## src/rtl/unidad_acceso_memoria.sv

```systemverilog
// MEM-stage load/store unit: byte-addressed LB/LBU/LH/LHU/LW/SB/SH/SW mapped onto word accesses of memoria_datos.
// Latency: word store 1 cycle; load and sub-word store (read-modify-write) 2 cycles; o_stall is high only in the first cycle.
// Backpressure: o_stall freezes upstream stages; LOAD_STORE_SUBWORD_EN enables byte/half access, otherwise every access is a word.
module unidad_acceso_memoria #(
    parameter int RAM_WIDTH     = 32,
    parameter int CANT_BIT_ADDR = 11
) (
    input  logic                     i_clk,
    input  logic                     i_reset,
    input  logic                     i_valid,
    input  logic                     i_mem_read,
    input  logic                     i_mem_write,
    input  logic [1:0]               i_size,
    input  logic                     i_unsigned,
    input  logic [31:0]              i_addr,
    input  logic [RAM_WIDTH-1:0]     i_data_store,
    input  logic [RAM_WIDTH-1:0]     i_mem_data,
    output logic [CANT_BIT_ADDR-1:0] o_mem_addr,
    output logic [RAM_WIDTH-1:0]     o_mem_data,
    output logic                     o_mem_ena,
    output logic                     o_mem_wea,
    output logic                     o_stall,
    output logic [RAM_WIDTH-1:0]     o_data_load,
    output logic                     o_load_valid,
    output logic                     o_misaligned,
    output logic                     o_error
);
    typedef enum logic [1:0] {IDLE, LOAD_WAIT, RMW_WRITE} state_t;

    localparam logic [1:0] SZ_BYTE = 2'b00;
    localparam logic [1:0] SZ_HALF = 2'b01;
    localparam logic [1:0] SZ_WORD = 2'b10;

    state_t                   state, next_state;
    logic                     err_q, err_set, latch_en;
    logic                     req, misaligned;
    logic [1:0]               size_eff;
    logic [CANT_BIT_ADDR-1:0] lat_word;
    logic                     unused_bits;

`ifdef LOAD_STORE_SUBWORD_EN
    logic [1:0]           lat_low, lat_size;
    logic                 lat_uns;
    logic [15:0]          lat_data;
    logic [7:0]           sel_byte;
    logic [15:0]          sel_half;
    logic [RAM_WIDTH-1:0] ext_load, merged;

    assign unused_bits = ^i_addr[31:CANT_BIT_ADDR+2];
    assign size_eff    = (i_size == 2'b11) ? SZ_WORD : i_size;
`else
    assign unused_bits = ^{i_addr[31:CANT_BIT_ADDR+2], i_size, i_unsigned};
    assign size_eff    = SZ_WORD;
`endif

    // A simultaneous read+write is a store; the read is dropped.
    assign req        = i_valid & (i_mem_read | i_mem_write);
    assign misaligned = req & (((size_eff == SZ_HALF) & i_addr[0]) |
                               ((size_eff == SZ_WORD) & (i_addr[1:0] != 2'b00)));
    assign o_error    = err_q & ~i_reset;

    always_ff @(posedge i_clk) begin
        if (i_reset) begin
            state <= IDLE;
            err_q <= 1'b0;
        end else begin
            state <= next_state;
            if (err_set)
                err_q <= 1'b1;
            if (latch_en) begin
                lat_word <= i_addr[CANT_BIT_ADDR+1:2];
`ifdef LOAD_STORE_SUBWORD_EN
                lat_low  <= i_addr[1:0];
                lat_size <= size_eff;
                lat_uns  <= i_unsigned;
                lat_data <= i_data_store[15:0];
`endif
            end
        end
    end

`ifdef LOAD_STORE_SUBWORD_EN
    // Little-endian lanes: byte k at [8k+7:8k], half h at [16h+15:16h].
    always_comb begin
        sel_byte = i_mem_data[{lat_low, 3'b000} +: 8];
        sel_half = i_mem_data[{lat_low[1], 4'b0000} +: 16];
        case (lat_size)
            SZ_BYTE: ext_load = {{(RAM_WIDTH-8){~lat_uns & sel_byte[7]}}, sel_byte};
            SZ_HALF: ext_load = {{(RAM_WIDTH-16){~lat_uns & sel_half[15]}}, sel_half};
            default: ext_load = i_mem_data;
        endcase
        merged = i_mem_data;
        if (lat_size == SZ_BYTE)
            merged[{lat_low, 3'b000} +: 8] = lat_data[7:0];
        else
            merged[{lat_low[1], 4'b0000} +: 16] = lat_data;
    end
`endif

    always_comb begin
        next_state   = state;
        o_mem_addr   = i_addr[CANT_BIT_ADDR+1:2];
        o_mem_data   = '0;
        o_mem_ena    = 1'b0;
        o_mem_wea    = 1'b0;
        o_stall      = 1'b0;
        o_data_load  = '0;
        o_load_valid = 1'b0;
        o_misaligned = 1'b0;
        err_set      = 1'b0;
        latch_en     = 1'b0;
        case (state)
            IDLE: begin
                if (misaligned) begin
                    o_misaligned = 1'b1;
                    err_set      = 1'b1;
                end else if (req && i_mem_write && size_eff == SZ_WORD) begin
                    o_mem_ena  = 1'b1;
                    o_mem_wea  = 1'b1;
                    o_mem_data = i_data_store;
                end else if (req) begin
                    // Load, or the read half of a sub-word read-modify-write.
                    o_mem_ena = 1'b1;
                    o_stall   = 1'b1;
                    latch_en  = 1'b1;
`ifdef LOAD_STORE_SUBWORD_EN
                    next_state = i_mem_write ? RMW_WRITE : LOAD_WAIT;
`else
                    next_state = LOAD_WAIT;
`endif
                end
            end
            LOAD_WAIT: begin
                o_mem_addr   = lat_word;
                o_load_valid = 1'b1;
`ifdef LOAD_STORE_SUBWORD_EN
                o_data_load  = ext_load;
`else
                o_data_load  = i_mem_data;
`endif
                next_state   = IDLE;
            end
`ifdef LOAD_STORE_SUBWORD_EN
            RMW_WRITE: begin
                o_mem_addr = lat_word;
                o_mem_ena  = 1'b1;
                o_mem_wea  = 1'b1;
                o_mem_data = merged;
                next_state = IDLE;
            end
`endif
            default: next_state = IDLE;
        endcase
        // Reset also kills a pending RMW write in the same cycle.
        if (i_reset) begin
            o_mem_ena    = 1'b0;
            o_mem_wea    = 1'b0;
            o_stall      = 1'b0;
            o_load_valid = 1'b0;
            o_misaligned = 1'b0;
            err_set      = 1'b0;
            latch_en     = 1'b0;
        end
    end
endmodule

```

## config.mk

```make
export PLATFORM = sky130hd
export DESIGN_NAME = unidad_acceso_memoria
export DESIGN_NICKNAME = d
export VERILOG_FILES = /design/src/rtl/unidad_acceso_memoria.sv
export SDC_FILE = /design/constraint.sdc
export NUM_CORES = 1
export LEC_CHECK = 0
export CAP_MARGIN = 30
export CORE_MARGIN = 3
export CORE_UTILIZATION = 25
export DETAILED_ROUTE_END_ITERATION = 8
export PLACE_DENSITY = 0.82
export SYNTH_ARGS = -nofsm -noshare
export SYNTH_HDL_FRONTEND = slang
export SYNTH_SLANG_ARGS = --single-unit
```

## constraint.sdc

```tcl
create_clock -name i_clk -period 2.5 [get_ports i_clk]
set_clock_uncertainty 0.2 [all_clocks]
set_input_delay 0.5 -clock i_clk [delete_from_list [all_inputs] [get_ports i_clk]]
set_output_delay 0.5 -clock i_clk [all_outputs]
set_load 0.01 [all_outputs]
```

==> parameters.txt <==
Parameter                              Value

Run status
  Outcome ... complete, but fails checks
  Violations in the final reports ... setup timing

Yosys
  Number of distinct standard cells referenced by the synthesized netlist ... 20
  Yosys reg bits ... 13
  Async set-or-reset flop fraction in the synthesized netlist ... 0%
  Netlist Area Pre-Place ... 0.00135 mm²
  Dominant register cell in the synthesized netlist ... sky130_fd_sc_hd__edfxtp_1
  Sequential area share after synthesis ... approximately 28%
  EDFF count, synth ... 11
  Average cell area after synthesis ... 9.21 µm²
  Post-Synthesis Net Count ... 250
  Total number of yosys warnings ... 0
  Synthesized instance count ... roughly 150

Clock network
  Clock tree root driver cell ... sky130_fd_sc_hd__clkbuf_8
  Sink Count ... 13
  CTS H-Tree Depth ... 1
  TritonCTS clock tree ... built
  Total of hold buffers inserted after clock tree synthesis ... 0
  Clk buf depth ... 2
  Clock latency on the worst-skew pair ... 0.24 ns
  Number of buffers added by the clock tree synthesis step ... 3
  Clock transition at the register clock pins on the worst setup and hold paths after CTS ... 0.06 ns

Timing
  Worst slew slack as a fraction of its limit ... 84.2%
  Setup_tns ... -0.00132 ns
  Final critical-path required period ... about 2.5 ns
  Tightest hold margin ... 0.266 ns
  Number of max-slew violations in the final report ... 0
  Final Hold Vio Count ... 0
  PnR worst setup slack ... -0.00132 ns
  # setup viols final ... 1
  Transition at the pin with the smallest max-transition slack ... 0.237 ns
  Highest attainable clock frequency ... 0.400 GHz
  Post-route clock period utilization ... 100%
  Setup repair after global routing missed its margin ... yes

GRT
  Routing layer with the top usage in global route ... met2
  Total grt overflow ... 0
  Routing usage on met1 ... between 10% and 20%
  Met3 Track Usage GR ... 4.65%
  Initial antenna violation count ... 0
  Via count of the first global-routing pass ... roughly 1600
  Met2 GRT Util ... 27.2%
  Overall Global Routing Usage ... roughly 15%
  Global-route wire length before repair ... 7690 µm
  Pin count of the biggest net entering global routing ... 26

Floorplan
  Die outline area ... about 0.0063 mm²
  Number of placement rows ... 26
  Core region area ... a little over 0.005 mm²
  Number of I/O pins ... 185
  Vertical extent of the die ... about 79 µm
  Die span in x ... 79.4 µm
  Initial Util ... 26.2%

Place
  Post-Place Worst Slack ... -0.584 ns
  Final weighted congestion in routability-driven placement ... approximately 0.74
  Half-perimeter wire length after placement ... between 4000 and 5000 µm
  Count of input and output buffers ... approximately 160

Setup path
  Required time worst endpoint ... between 1.5 and 2 ns
  Arrival time at the worst endpoint ... 1.80 ns
  Critical path class ... in2out
  Maximum net fanout on the critical path ... 7
  Setup crit end kind ... output port
  Category of the worst setup path launch point ... primary input

Detailed routing
  Mean routed wirelength per cell ... 12.8 µm
  Vias per Instance ... 4.21
  Via count ... 1648
  Remaining DRCs ... 0
  Number of nets with antenna violations after routing ... 0
  Wirelength, routed ... about 5000 µm
  Total iterations of the first detailed-routing run ... 4
  Starting DRT DRC Count ... 37

Finish
  Number of filler instances in the final layout ... 462
  Syn-to-layout area delta ... 131%
  Number of nets in the finished design ... approximately 430
  Share of cells above drive strength 1 ... 32.7%
  Antenna diode count ... 0

Flow run
  MaxCap Viol Count ... 0

Power and ir drop
  Power density cells ... 230 mW/mm²
  Worst VDD drop ... 0.287 mV
  Static Leak ... ~1.4 nW

Hold path
  Class of the tightest hold or removal check ... reg2reg
sequential cells by signal, indices dropped and copies added, names as in the netlist:
signal,flops
err_q,1
lat_word,11
state,1
through the flow:
stage | util, % | instance area (µm²) | instances | power [mW]
floorplan | - | 1350 | 146 | 0.331
global placement | 60.0 | 3080 | 381 | 0.518
detailed placement | 60.0 | 3080 | 381 | 0.522
CTS | 60.6 | 3110 | 391 | 0.724
global route | 60.3 | 3100 | 391 | 0.755
finish | 60.3 | 3100 | 391 | 0.714
Yosys cell counts (3+ instances only):
cell type	count	area, µm²
sky130_fd_sc_hd__buf_12	3	60.1
sky130_fd_sc_hd__edfxtp_1	11	330
sky130_fd_sc_hd__nor2_1	3	11.3
sky130_fd_sc_hd__buf_1	3	11.3
sky130_fd_sc_hd__clkbuf_1	4	15.0
sky130_fd_sc_hd__nor3_2	27	270
sky130_fd_sc_hd__mux2_2	11	124
sky130_fd_sc_hd__inv_1	33	124
sky130_fd_sc_hd__nor3_4	3	48.8
sky130_fd_sc_hd__nor3_1	4	20.0
sky130_fd_sc_hd__and2_1	32	200
final cells by class:
| cell class | count | area [µm²] | share of cell area, % |
|---|---|---|---|
| clock buffer | 4 | 45.0 | 1.45 |
| timing repair buffer | 183 | 1720 | 55.5 |
| sequential | 13 | 372 | 12.0 |
| multi-input combinational | 87 | 747 | 24.1 |
| inverter | 34 | 128 | 4.11 |
| tap | 70 | 87.6 | 2.82 |
where the power goes:
part           total [mW]  internal, mW  leakage, nW  switching, mW
logic               0.289         0.192         1.25         0.0967
registers           0.239         0.238        0.116       0.000780
clock network       0.187         0.112       0.0228         0.0740
cells by family (layout without fill, tap and decap cells):
| group | after synthesis | after routing | share of synthesized area (%) |
|---|---|---|---|
| AO/OA/AOI/OAI | 1 | 1 | 0.651 |
| buffers and inverters | 46 | 221 | 17.6 |
| flip-flops | 13 | 13 | 27.5 |
| multiplexers | 11 | 11 | 9.21 |
| AND/OR/NAND/NOR | 75 | 75 | 45.0 |
worst max-delay path, stage by stage:
cell,delay [ns]
sky130_fd_sc_hd__buf_6,0.09
sky130_fd_sc_hd__or4b_4,0.61
sky130_fd_sc_hd__buf_12,0.18
sky130_fd_sc_hd__buf_16,0.13
sky130_fd_sc_hd__nor3_2,0.14
sky130_fd_sc_hd__buf_2,0.16
metal layers:
| layer | part of all wire, % | up-vias |
|---|---|---|
| met4 | 0 | 0 |
| met3 | 9.7 | 0 |
| met5 | 0 | - |
| met1 | 40 | 732 |
| li1 | - | 819 |
| met2 | 51 | 97 |
cell usage in the layout (no fill, tap or decap), types with 11 or more instances in the layout:
master                            Yosys  layout
sky130_fd_sc_hd__mux2_2              11      11
sky130_fd_sc_hd__edfxtp_1            11      11
sky130_fd_sc_hd__buf_2                0      31
sky130_fd_sc_hd__inv_1               33      33
sky130_fd_sc_hd__clkdlybuf4s50_1      0     123
sky130_fd_sc_hd__nor3_2              27      26
sky130_fd_sc_hd__and2_1              32      32
sky130_fd_sc_hd__buf_4                0      11
final timing paths:
kind,start,endpoint,slack [ns],cells past startpoint
worst max-delay path,i_addr[1],o_mem_data[14],-0.001,6
worst min-delay path,err_q$_SDFFE_PP0P_,err_q$_SDFFE_PP0P_,0.27,2
worst min register to register,err_q$_SDFFE_PP0P_,err_q$_SDFFE_PP0P_,0.27,2
worst max register to register,state[0]$_SDFFE_PP0P_,lat_word[1]$_DFFE_PP_,0.74,3
timing repair:
| item | 4_1_cts | 5_1_grt |
|---|---|---|
| pin swaps | 1 | 2 |
| gates cloned | 3 | 0 |
| buffers inserted | 3 | 0 |
| resized for setup | 144 | 11 |
| endpoints found under the setup margin | 47 | 38 |
| hold endpoints to repair | 0 | 0 |
(Power assumes the default switching activity.)
